--- src/rtl/mem_bigreg_if.sv ---
// mem_bigreg_if: mem-map write bus and consumer handshake of one big register
interface mem_bigreg_if #(
  parameter int WORD_WIDTH    = 16,
  parameter int REG_WIDTH     = 256,
  parameter int ID_WIDTH      = 8,
  parameter int ERR_CNT_WIDTH = 8
);
  localparam int NUM_WORDS = REG_WIDTH / WORD_WIDTH;
  logic                     wr_en;
  logic [ID_WIDTH-1:0]      wr_id;
  logic [WORD_WIDTH-1:0]    wr_data;
  logic [REG_WIDTH-1:0]     reg_out;
  logic                     reg_valid;
  logic                     rtl_ready;
  logic [NUM_WORDS-1:0]     fresh;
  logic                     fresh_clr;
  logic [1:0]               resp;
  logic                     resp_valid;
  logic [ERR_CNT_WIDTH-1:0] err_cnt;
  modport master (
    output wr_en, wr_id, wr_data, rtl_ready,
    input  reg_out, reg_valid, fresh, fresh_clr, resp, resp_valid, err_cnt
  );
  modport slave (
    input  wr_en, wr_id, wr_data, rtl_ready,
    output reg_out, reg_valid, fresh, fresh_clr, resp, resp_valid, err_cnt
  );
endinterface

--- src/rtl/mem_bigreg_ctrl.sv ---
// mem_bigreg_ctrl: stages NUM_WORDS mem-map writes and commits them atomically on the valid index.
// Define BIGREG_PARTIAL_COMMIT_EN to let an incomplete fresh mask commit only its fresh words.
module mem_bigreg_ctrl #(
  parameter int WORD_WIDTH    = 16,
  parameter int REG_WIDTH     = 256,
  parameter int ID_WIDTH      = 8,
  parameter int BASE_ID       = 33,
  parameter int ERR_CNT_WIDTH = 8
) (
  input logic clk,
  input logic rst,
  mem_bigreg_if.slave bus
);
  localparam int NUM_WORDS = REG_WIDTH / WORD_WIDTH;
  localparam logic [ID_WIDTH-1:0] BASE = ID_WIDTH'(BASE_ID);
  localparam logic [ID_WIDTH-1:0] VID  = ID_WIDTH'(BASE_ID + NUM_WORDS);
  typedef enum logic {IDLE, PENDING} state_t;
  state_t state;
  logic [REG_WIDTH-1:0] stg, fmask;
  logic [ID_WIDTH-1:0] idx;
  logic [NUM_WORDS-1:0] fresh_n;
  logic is_data, is_valid, all_fresh, can_go, commit, reject;
  for (genvar i = 0; i < NUM_WORDS; i++) begin : g_mask
    assign fmask[i*WORD_WIDTH +: WORD_WIDTH] = {WORD_WIDTH{bus.fresh[i]}};
  end
  always_comb begin
    idx       = bus.wr_id - BASE;
    is_data   = bus.wr_en && bus.wr_id >= BASE && bus.wr_id < VID;
    is_valid  = bus.wr_en && bus.wr_id == VID;
    all_fresh = &bus.fresh;
    can_go    = is_valid && (state == IDLE || bus.rtl_ready);
`ifdef BIGREG_PARTIAL_COMMIT_EN
    commit    = can_go;
`else
    commit    = can_go && all_fresh;
`endif
    reject    = is_valid && !commit;
    fresh_n   = (commit ? '0 : bus.fresh) | (is_data ? NUM_WORDS'(1) << idx : '0);
  end
  always_ff @(posedge clk or posedge rst) begin
    if (rst) begin
      state          <= IDLE;
      stg            <= '0;
      bus.reg_out    <= '0;
      bus.reg_valid  <= 1'b0;
      bus.fresh      <= '0;
      bus.fresh_clr  <= 1'b0;
      bus.resp       <= 2'b00;
      bus.resp_valid <= 1'b0;
      bus.err_cnt    <= '0;
    end else begin
      bus.resp_valid <= is_data || is_valid;
      bus.fresh_clr  <= commit;
      bus.fresh      <= fresh_n;
      if (is_data || is_valid)
        bus.resp <= reject ? 2'b10 : (commit && !all_fresh) ? 2'b01 : 2'b00;
      if (reject && !(&bus.err_cnt))
        bus.err_cnt <= bus.err_cnt + 1'b1;
      // stale words keep their committed value; with a full mask this is a plain copy
      if (commit)
        bus.reg_out <= (stg & fmask) | (bus.reg_out & ~fmask);
      for (int k = 0; k < NUM_WORDS; k++)
        if (is_data && idx == ID_WIDTH'(k)) stg[k*WORD_WIDTH +: WORD_WIDTH] <= bus.wr_data;
      state         <= commit ? PENDING : bus.rtl_ready ? IDLE : state;
      bus.reg_valid <= commit || (state == PENDING && !bus.rtl_ready);
    end
  end
endmodule
--- src/flat_wrapper.sv ---
// flat-port wrapper written by rule: the top's interface ports become plain ports
module mem_bigreg_ctrl_flat 
#(
  parameter int WORD_WIDTH    = 16,
  parameter int REG_WIDTH     = 256,
  parameter int ID_WIDTH      = 8,
  parameter int BASE_ID       = 33,
  parameter int ERR_CNT_WIDTH = 8
)
  (clk, rst, bus_wr_en, bus_wr_id, bus_wr_data, bus_rtl_ready, bus_reg_out, bus_reg_valid, bus_fresh, bus_fresh_clr, bus_resp, bus_resp_valid, bus_err_cnt);
  mem_bigreg_if #(.WORD_WIDTH(WORD_WIDTH), .REG_WIDTH(REG_WIDTH), .ID_WIDTH(ID_WIDTH), .ERR_CNT_WIDTH(ERR_CNT_WIDTH)) bus_i ();
  input logic clk;
  input logic rst;
  input wire logic [$bits(bus_i.wr_en)-1:0] bus_wr_en;
  input wire logic [$bits(bus_i.wr_id)-1:0] bus_wr_id;
  input wire logic [$bits(bus_i.wr_data)-1:0] bus_wr_data;
  input wire logic [$bits(bus_i.rtl_ready)-1:0] bus_rtl_ready;
  output wire logic [$bits(bus_i.reg_out)-1:0] bus_reg_out;
  output wire logic [$bits(bus_i.reg_valid)-1:0] bus_reg_valid;
  output wire logic [$bits(bus_i.fresh)-1:0] bus_fresh;
  output wire logic [$bits(bus_i.fresh_clr)-1:0] bus_fresh_clr;
  output wire logic [$bits(bus_i.resp)-1:0] bus_resp;
  output wire logic [$bits(bus_i.resp_valid)-1:0] bus_resp_valid;
  output wire logic [$bits(bus_i.err_cnt)-1:0] bus_err_cnt;
  assign bus_i.wr_en = bus_wr_en;
  assign bus_i.wr_id = bus_wr_id;
  assign bus_i.wr_data = bus_wr_data;
  assign bus_i.rtl_ready = bus_rtl_ready;
  assign bus_reg_out = bus_i.reg_out;
  assign bus_reg_valid = bus_i.reg_valid;
  assign bus_fresh = bus_i.fresh;
  assign bus_fresh_clr = bus_i.fresh_clr;
  assign bus_resp = bus_i.resp;
  assign bus_resp_valid = bus_i.resp_valid;
  assign bus_err_cnt = bus_i.err_cnt;
  mem_bigreg_ctrl #(.WORD_WIDTH(WORD_WIDTH), .REG_WIDTH(REG_WIDTH), .ID_WIDTH(ID_WIDTH), .BASE_ID(BASE_ID), .ERR_CNT_WIDTH(ERR_CNT_WIDTH)) u_core (.clk(clk), .rst(rst), .bus(bus_i));
endmodule
--- config.mk ---
export PLATFORM = sky130hd
export DESIGN_NAME = mem_bigreg_ctrl_flat
export DESIGN_NICKNAME = d
export VERILOG_FILES = /design/src/rtl/mem_bigreg_if.sv /design/src/rtl/mem_bigreg_ctrl.sv /design/src/flat_wrapper.sv
export SDC_FILE = /design/constraint.sdc
export NUM_CORES = 1
export LEC_CHECK = 0
export CAP_MARGIN = 40
export CORE_MARGIN = 2
export CORE_UTILIZATION = 35
export CTS_BUF_LIST = sky130_fd_sc_hd__clkbuf_4 sky130_fd_sc_hd__clkbuf_8 sky130_fd_sc_hd__clkbuf_16
export CTS_CLUSTER_SIZE = 28
export DETAILED_ROUTE_END_ITERATION = 6
export PLACE_DENSITY_LB_ADDON = 0.2
export SETUP_SLACK_MARGIN = 0.1
export SKIP_CTS_REPAIR_TIMING = 1
export SYNTH_ARGS = -nofsm -noshare
export SYNTH_HDL_FRONTEND = slang
export SYNTH_SLANG_ARGS = --single-unit
--- constraint.sdc ---
create_clock -name clk -period 38.6 [get_ports clk]
set_input_delay 5.79 -clock clk [delete_from_list [all_inputs] [get_ports clk]]
set_output_delay 5.79 -clock clk [all_outputs]
set_load 0.03 [all_outputs]
# After elaboration in Yosys (flattened, before gate mapping)
# Cells that the tools add are included.
[op_classes] addsub=2 n_mul=0 div_mod_pow=0 magnitude_cmp=2 n_eq_ne=16 shifts=1 mux=6 n_bitwise=6 reduce_logical=36
[op_table] op="$and A256 B256 Y256" count=2
[op_table] op="$not A256 Y256" count=1
[op_table] op="$or A256 B256 Y256" count=1
[op_table] op="$eq A8 B4 Y1 const B" count=8
[op_table] op="$eq A8 B3 Y1 const B" count=4
[op_table] op="$mux W16" count=2
[op_table] op="$logic_and A1 B1 Y1" count=25
[op_table] op="$eq A8 B2 Y1 const B" count=2
[op_table] op="$or A16 B16 Y16" count=1
[op_table] op="$reduce_and A16 Y1" count=1
[op_table] op="$shl A1 B8 Y16 const A" count=1
[op_table] op="$add A8 B1 Y8 const B" count=1
[op_table] op="$eq A8 B1 Y1 const B" count=1
[op_table] op="$eq A8 B6 Y1 const B" count=1
[op_table] op="$ge A8 B6 Y1 const B" count=1
[op_table] op="$logic_not A8 Y1" count=1
[op_table] op="$lt A8 B6 Y1 const B" count=1
[op_table] op="$reduce_and A8 Y1" count=1
[op_table] op="$sub A8 B6 Y8 const B" count=1
[op_table] op="$logic_not A1 Y1" count=4
[op_table] op="$logic_or A1 B1 Y1" count=3
[op_table] op="$mux W1" count=3
[op_table] op="$mux W2" count=1
[op_table] op="$reduce_bool A2 Y1" count=1
[op_table] op="$not A1 Y1" count=1
[word_totals] register_bits=542 latchBits=0 ramBits=0 mem_bits_ro=0 input_bits=28 output_inout_bits=285 elab_cells=93 mem_count=0

# Depth between registers and ports, before layout
# Gate-level depths: netlist of run 1.
[logic_depth] depth_word=7 mapped_depth=9 ltp_nobuf=7

# Least setup slack after synthesis of run 1
# No wires, ideal clock.
[synth_timing] path_kind="input port to flip-flop" start="input port bus_wr_id[0]" end="register u_core.stg[0]" setup_time_ns=0.125 arrival_time_ns=7.625 required_ns=38.475 path_slack_ns=30.850 cell_stages=9 n_path_buf=2 cell_sequence="buf_2 > inv_1 > ha_1 > inv_1 > nor4b_1 > a21oi_2 > nor2_2 > buf_2 > mux2_2"
[synth_via] elab_chain_len=4 elab_cells_between_ends=7 cone_classes="add/sub: 1; order compare: 2; reduce/logical: 4"
[synth_lines] item="start: declaration" line="flat_wrapper.sv:15" source="input wire logic [$bits(bus_i.wr_id)-1:0] bus_wr_id;"
[synth_lines] item="parallel branches: the longest is 3 deep, another holds $sub A8 B6 Y8"
[synth_lines] item="$logic_and A1 B1 Y1 (*)" line="mem_bigreg_ctrl.sv:63" source="if (is_data && idx == ID_WIDTH'(k)) stg[k*WORD_WIDTH +: WORD_WIDTH] <= bus.wr_data;"
[synth_lines] item="end signal: indexed assignment" line="mem_bigreg_ctrl.sv:63"
[synth_lines] item="end: declaration" line="mem_bigreg_ctrl.sv:19" source="logic [REG_WIDTH-1:0] stg, fmask;"
# Every way passes the cells marked *.
# A chain may end at the register's enable or synchronous reset.

==> results of run 1 <==
-- metal layers --
metal | part of all wire | wire length (µm) | track usage
met1 | 0.46 | 24500 | 0.237
met4 | 0.024 | 1280 | 0.0508
met2 | 0.46 | 24700 | 0.271
met3 | 0.054 | 2880 | 0.0424
met5 | 0 | 0 | 0
-- cells in the mapped netlist (2+ instances only) --
master and instances:
and2_1 2, nor3_1 3, mux2_2 401, a32oi_2 2, ha_1 7, xnor2_1 8
nor2b_1 2, inv_1 6, buf_2 19, mux2_4 110, nor2_2 13, mux2_1 2
nand2_4 2, nand2_1 8, and3_1 3, a32o_1 4, nand4_1 7, nand3_1 2
clkbuf_1 17, mux2i_1 3, buf_4 12, a22o_1 12, nor2_1 8, buf_6 19
nand3_2 2, nand2b_1 3, dfrtp_1 542
-- through the flow --
step	total power, µW	instance area (µm²)	setup WS, ps	hold slack (ps)
floorplan	627	21100	17660	454
global route	1240	27300	29940	495
detailed placement	651	25300	29450	468
global placement	646	24900	29310	465
finish	1190	27300	30040	480
CTS	1210	27300	30100	481
-- critical path, stage by stage --
cell,delay [ps]
clkdlybuf4s50_1,670
ha_1,370
nand4_1,160
or2_4,190
buf_4,600
buf_4,500
buf_16,300
mux2_2,370
-- power by group --
| part | internal [µW] | switching, µW | total [µW] |
|---|---|---|---|
| clock | 330 | 224 | 554 |
| sequential | 582 | 7.26 | 589 |
| combinational | 20.3 | 30.4 | 50.8 |
| total | 932 | 262 | 1190 |
-- cell type report --
class	count	area, µm²
Multi-Input combinational cell	622	7040
Antenna cell	1	2.50
Fill cell	5241	32100
Tap cell	773	967
Inverter	7	38.8
Timing Repair Buffer	352	3730
Clock buffer	92	1830
Sequential cell	542	13600
Clock inverter	14	104
-- final timing paths --
path                                           from                          to  slack, ps  cells past startpoint
worst max register to register  u_core.bus.fresh[9]                        flop      35380                      8
min in group asynchronous                       rst  asynchronous set/reset pin       5500                      2
worst max-delay path                   bus_wr_id[0]                        flop      30040                      8
max in group asynchronous                       rst             u_core.stg[185]      30770                      6
worst min-delay path                  u_core.stg[0]                        flop        480                      1
worst min register to register        u_core.stg[0]                        flop        480                      1
-- cells by family after synthesis --
group           synth area share
simple gates              0.0203
compound gates            0.0105
buf+inv                   0.0233
fa+ha+maj                0.00415
xor+xnor                 0.00374
flops                      0.643
mux                        0.295
==> run metrics, run 1 <==
outcome=completed; Primary FF master, synth=dfrtp_1; Final Hold Fails=0; Post-Synthesis Cell Area=21,100 µm²; top-area cell type share of the netlist area=0.643; startpoint types=input port; Final ANT Viol Nets=0; die width=249 µm; Clock Latency Late Sink=600 ps; Final setup viols=0; Total Routing Usage GR=0.173; Vias=11,600; H-tree levels=2; placed cells=2,296; TritonCTS clock tree=yes; Yosys warnings=0; final worst path period need=8560 ps; Initial Util=0.355; Distinct cells, synth=46; period utilization=0.222; post-synth top area cell=dfrtp_1; CTS sink cnt=542; final net count=1,618; Top Ports=313; top cells by area, synth=dfrtp_1 64%, mux2_2 21%, mux2_4 7.8%, buf_6 1.0%, a22o_1 0.50%; final core utilization=0.460; clock buffer count from CTS=58; synthesized flop and latch total=542; vias per inst=4.84; Die Area=62,200 µm²; count of flip-flops with a built-in enable after synthesis=0; commonest non-fill, non-tap cell in the layout=dfrtp_1; DRC viols=0; Critical Path Fanout Max=50; Max-slew headroom=0.373; initial antenna violation count=3; DP Wirelength=34,900 µm; Setup TNS Final=0 ps; layout cells sized above 1=0.419; Leak=0.0135 µW; non-filler cells, final=2,403; GP Congestion=0.760; area delta synth->final=29.3%; Worst EP required=39,080 ps; FP Rows=89; Worst Path Class, Setup=input port to flop; cell count after synthesis=1,238; Pwr per Cell Area=43.8 nW/µm²; Slew Viols, Final=0; Total Wirelength=53,400 µm; Fmax=0.117 GHz; drt first pass iters=4; DR WL/cell=22.2 µm; Root Buffer=clkbuf_16; CTS max path bufs=3; Mapped Avg Cell Area=17.0 µm²; RSZ-0062 raised after global routing=no; vias in the first global route=12,500; Synthesized Nets=1,273; Starting DRT DRC Count=533; Post-synth ARST share=1.00; crit end category=flop; sequential area share after synthesis=0.643; Max VDD drop=30.2 µV; Worst Clk Skew=18.7 ps; commonest non-fill, non-tap cells in the layout=542 x dfrtp_1, 401 x mux2_2, 312 x clkdlybuf4s50_1; CP Data Arrival Time=9040 ps; grt ovf=0; Worst Hold Class=flop to flop; Tightest Pin Transition=941 ps; clock-pin slew on the worst setup and hold paths=60 ps; Port Buf Inserts=312; first-pass GRT wire length=81,700 µm; max-cap viol count=0; Die Y=249 µm; core area=59,400 µm²; maximum number of pins on one net before global-route repair=171
Note: power is estimated with default switching activity, not from simulation.
==> inputs of run 2 (changes only) <==
==> constraint.sdc (replaced) <==
create_clock -name clk -period 7 [get_ports clk]
set_input_delay 1.05 -clock clk [delete_from_list [all_inputs] [get_ports clk]]
set_output_delay 1.05 -clock clk [all_outputs]
set_load 0.03 [all_outputs]
==> run 2 against run 1 <==
  * First-iteration DRC count decreased by 15%
  * Flip-flop and latch count unchanged
  * Critical path depth unchanged
  * Non-clock buffer count increased by 1
  * Global-route usage decreased by 0.31 points
  * Largest cell class unchanged
==> run metrics, run 2 (synthesis results as in run 1) <==
Final Hold Fails=0 (unchanged); Root Buffer=clkbuf_16; maximum number of pins on one net before global-route repair=179 (+4.7%); CP Data Arrival Time=4500 ps (-4540 ps); Port Buf Inserts=312 (unchanged); Max VDD drop=159 µV (+430%); Slowest-stage cell, CP=clkdlybuf4s50_1; Worst Hold Class=flop to flop; hold path depth=1 (unchanged); switching share of total power=0.217 (-0.00210); GP Congestion=0.770 (+1.4%); Clk network pwr share=0.469 (+0.005); RSZ-0062 raised after global routing=no; outcome=completed; Max-slew headroom=0.233 (-0.140); final worst path period need=4020 ps; max-cap viol count=0 (unchanged); commonest non-fill, non-tap cell in the layout=dfrtp_1; period utilization=0.574; Met2 Wirelength=24,300 µm (-1.7%); Comb pwr share=0.042 (about the same); CTS sink cnt=542 (unchanged); area delta synth->final=29.5%; Ant. Diodes=0 (-1); TritonCTS clock tree=yes; P_sw=1440 µW (+450%); Vias=11,500 (-1.2%); Starting DRT DRC Count=454 (-15%); DR WL/cell=21.8 µm (-1.8%); vias per inst=4.79 (-1.1%); clock buffer count from CTS=57 (-1.7%); die width=249 µm (unchanged); Leak=0.0135 µW (+0.14%); initial antenna violation count=4 (+1); critical path cell sequence=clkdlybuf4s50_1 > ha_1 > nand4_1 > or2_4 > inv_6 > buf_16 > buf_4 > mux2_2; Critical Path Fanout Max=51 (+2.0%); Total Routing Usage GR=0.169 (-0.00313); Initial Util=0.355 (unchanged); Clock Latency Late Sink=600 ps (about the same); Slew Viols, Final=0 (unchanged); layout cells sized above 1=0.419 (unchanged); clock-pin slew on the worst setup and hold paths=60 ps (about the same); first-pass GRT wire length=80,600 µm (-1.4%); DRC viols=0 (unchanged); core area=59,400 µm² (unchanged); metal3 WL=3350 µm (+16%); final net count=1,618 (unchanged); Die Area=62,200 µm² (unchanged); CTS max path bufs=3 (unchanged); Final ANT Viol Nets=0 (unchanged); commonest non-fill, non-tap cells in the layout=542 x dfrtp_1, 401 x mux2_2, 312 x clkdlybuf4s50_1; FP Rows=89 (unchanged); Worst EP required=7480 ps (-31,600 ps); vias in the first global route=12,400 (-0.71%); cell family with most CP delay=buffers and inverters; Total Wirelength=52,400 µm (-1.8%); min-delay src=u_core.stg[0]; Die Y=249 µm (unchanged); Worst Clk Skew=10.4 ps (-8.32 ps); Tightest Pin Transition=1150 ps (+210 ps); met1 WL=23,900 µm (-2.5%); total power draw=6640 µW (+460%); post-route cell area=27,300 µm² (+0.17%); Final setup viols=0 (unchanged); R2R depth=8 (unchanged); Pwr per Cell Area=243 nW/µm² (+460%); H-tree levels=2 (unchanged); highest routed layer=met4; Bufs and invs on worst path=4 (unchanged); Fmax=0.249 GHz; drt first pass iters=4 (unchanged); crit end category=flop; internal power=5200 µW (+460%); startpoint types=input port; grt ovf=0 (unchanged); Stages on worst setup path=8 (unchanged); DP Wirelength=35,000 µm (about the same); Worst Path Class, Setup=input port to flop; placed cell areas=25,400 µm² (about the same); Top Ports=313 (unchanged); Critical Path Start=bus_wr_id[0]; sequential fraction of design power=0.489 (-0.004); peak per-stage delay on the critical path=770 ps (+100 ps); worst reg2reg path startpoint=u_core.bus.fresh[6]
[run 2: changes by cell type in the layout (fill, tap and decap cells not counted), sizes merged]
| cell | delta |
|---|---|
| clkinvlp | -1 |
| clkinv | +2 |
| buf | +1 |
| clkbuf | -4 |
| diode | -1 |
| inv | -1 |
| bufinv | +3 |
[run 2: cell type report]
| cell class | instances | area, µm² |
|---|---|---|
| Clock inverter | 17 | 193 |
| Timing Repair Buffer | 353 | 3750 |
| Multi-Input combinational cell | 622 | 7040 |
| Inverter | 7 | 35.0 |
| Sequential cell | 542 | 13600 |
| Clock buffer | 88 | 1770 |
| Fill cell | 5199 | 32000 |
| Tap cell | 773 | 967 |
[run 2: metal layers]
metal,vias to the layer above,track usage
li1,5077,-
met1,6095,0.232
met2,265,0.265
met3,57,0.0511
met4,0,0.0394
met5,-,0
[run 2: power groups by stage]
stage | Clock [µW] | Combinational (µW) | Sequential [µW]
after CTS | 3220 | 286 | 3250
final | 3120 | 277 | 3250
after detailed placement | 0 | 286 | 3300
after global placement | 0 | 263 | 3300
after global routing | 3350 | 306 | 3260
after floorplan | 0 | 144 | 3320
[run 2: worst paths after layout]
path / endpoint / slack [ps]
setup / recovery: flop / 2980
hold / removal: flop / 490
setup reg to reg: flop / 3510
hold reg to reg: flop / 490
max in group asynchronous: u_core.stg[17] / 4650
min in group asynchronous: asynchronous set/reset pin / 760
[run 2: worst register-to-register path, cell delays in order (launching register included)]
cell     delay [ps]
dfrtp_1         400
nand4_1         110
nor3_1          320
nand4_2         290
or2_4           580
inv_6           450
buf_16          330
buf_4           490
mux2_2          410
[run 2: stage by stage]
step                worst slack, ps   util  TNS, ps  cells  hold slack (ps)
finish                         2980  0.460        0   2402              489
global route                   2800  0.460        0   2402              510
CTS                            3000  0.460        0   2402              492
detailed placement             2310  0.427        0   2297              479
global placement               2340  0.419        0   2269              464
floorplan                     -1420      -  -770700   1238              454
==> inputs of run 3 (changes only) <==
==> constraint.sdc (replaced) <==
create_clock -name clk -period 4.2 [get_ports clk]
set_input_delay 0.63 -clock clk [delete_from_list [all_inputs] [get_ports clk]]
set_output_delay 0.63 -clock clk [all_outputs]
set_load 0.03 [all_outputs]
==> run 3 against run 2 <==
  * Register-to-register slack worse by 2000 ps
  * Cell area is 0.28% higher
  * Cell count is 0.46% higher
  * Critical path type unchanged
  * Largest power group unchanged
==> run metrics, run 3 (synthesis results as in run 1) <==
final worst slack=1210 ps (-1770 ps); CTS sink cnt=542 (unchanged); internal power=8690 µW (+67%); DRC viols=0 (unchanged); P_sw=2440 µW (+69%); Top Ports=313 (unchanged); Port Buf Inserts=312 (unchanged); Vias=11,600 (+1.2%); final worst path period need=2990 ps; GP Congestion=0.772 (+0.31%); outcome=completed; core area=59,400 µm² (unchanged); Comb pwr share=0.043 (about the same); Worst Clk Skew=30.6 ps (+20.2 ps); first-pass GRT wire length=81,200 µm (+0.81%); max-cap viol count=0 (unchanged); DR WL/cell=21.9 µm (+0.46%); period utilization=0.712; GR Layer Usage met1=0.232 (+0.000310); H-tree levels=2 (unchanged); maximum number of pins on one net before global-route repair=99 (-45%); worst reg2reg setup slack=1500 ps (-2010 ps); met2 Use GR=0.272 (+0.00750); GRT busiest layer=met2; Slowest-stage cell, CP=clkdlybuf4s50_1; Slew Viols, Final=0 (unchanged); vias per inst=4.82 (+0.73%); critical path cell sequence=clkdlybuf4s50_1 > inv_1 > ha_1 > xor2_1 > nor3_1 > nand3_2 > mux2_2; FP Rows=89 (unchanged); Clock Latency Late Sink=610 ps (about the same); Max-slew headroom=0.373 (+0.140); Final ANT Viol Nets=0 (unchanged); commonest non-fill, non-tap cells in the layout=542 x dfrtp_1, 401 x mux2_2, 312 x clkdlybuf4s50_1; switching share of total power=0.219 (+0.00185); Max VDD drop=322 µV (+100%); startpoint types=input port; initial antenna violation count=3 (-1); commonest non-fill, non-tap cell in the layout=dfrtp_1; Critical Path Fanout Max=16 (-69%); die width=249 µm (unchanged); RSZ-0062 raised after global routing=no; Initial Util=0.355 (unchanged); Fmax=0.335 GHz; layout cells sized above 1=0.423 (+0.00354); final net count=1,630 (+0.74%); vias in the first global route=12,500 (+0.14%); Worst EP required=4670 ps (-2810 ps); clock-pin slew on the worst setup and hold paths=60 ps (about the same); min-delay src=u_core.stg[136]; Total Routing Usage GR=0.172 (+0.00214); Fin Hold WS=479 ps (-9.44 ps); DP Wirelength=34,900 µm (-0.22%); crit end category=flop; TritonCTS clock tree=yes; met3 Track Usage GR=0.0477 (-0.00344); drt first pass iters=4 (unchanged); Pwr per Cell Area=406 nW/µm² (+67%); Critical Path Start=bus_wr_id[0]; CP Data Arrival Time=3460 ps (-1040 ps); peak per-stage delay on the critical path=760 ps (about the same); Die Area=62,200 µm² (unchanged); Worst Hold Class=flop to flop; Final setup viols=0 (unchanged); sequential fraction of design power=0.487 (-0.002); clock buffer count from CTS=58 (+1.8%); area delta synth->final=29.9%; Worst Path Class, Setup=input port to flop; Leak=0.0135 µW (+0.32%); Placement Setup Slack=533 ps (-1780 ps); Final Hold Fails=0 (unchanged); Die Y=249 µm (unchanged); CTS max path bufs=3 (unchanged); Root Buffer=clkbuf_16; grt ovf=0 (unchanged); Setup TNS Final=0 ps (unchanged); final core utilization=0.462 (+0.00131); worst reg2reg path startpoint=u_core.bus.fresh[6]; Clk network pwr share=0.470 (about the same); Total Wirelength=52,900 µm (+0.92%); Tightest Pin Transition=940 ps (-210 ps); Starting DRT DRC Count=389 (-14%)
-- run 3: metal layers --
metal	vias up	part of all wire
li1	5090	-
met4	0	0.018
met1	6221	0.45
met5	-	0
met3	67	0.063
met2	253	0.47
-- run 3: critical path, delay by kind of cell --
kind | cells | cell delay, ps
xor+xnor | 1 | 190
fa+ha+maj | 1 | 290
buf+inv | 2 | 940
mux | 1 | 470
simple gates | 2 | 920
-- run 3: metrics by stage --
stage | total power, µW | cells | cell area [µm²]
after floorplan | 5770 | 1238 | 21100
after global placement | 5960 | 2294 | 25200
after detailed placement | 6000 | 2308 | 25400
after CTS | 11300 | 2412 | 27400
after global routing | 11600 | 2412 | 27400
final | 11100 | 2413 | 27400
-- run 3: layout make-up --
cell class | count | area (µm²)
fill | 5221 | 32000
sequential | 542 | 13600
multi-input combinational | 622 | 7040
timing repair buffer | 364 | 3810
clock buffer | 83 | 1710
tap | 773 | 967
clock inverter | 21 | 268
inverter | 7 | 35.0
antenna | 1 | 2.50
-- run 3: final timing paths --
| path | endpoint | cells past startpoint |
|---|---|---|
| setup / recovery | u_core.stg[131] | 7 |
| hold / removal | flop | 1 |
| setup reg to reg | flop | 7 |
| hold reg to reg | flop | 1 |
| max in group asynchronous | asynchronous set/reset pin | 4 |
| min in group asynchronous | asynchronous set/reset pin | 3 |
-- run 3: power groups by stage --
stage | Combinational, µW | Clock, µW | Sequential (µW)
CTS | 495 | 5380 | 5410
global placement | 462 | 0 | 5500
finish | 480 | 5230 | 5410
detailed placement | 494 | 0 | 5510
floorplan | 240 | 0 | 5530
global route | 527 | 5620 | 5420
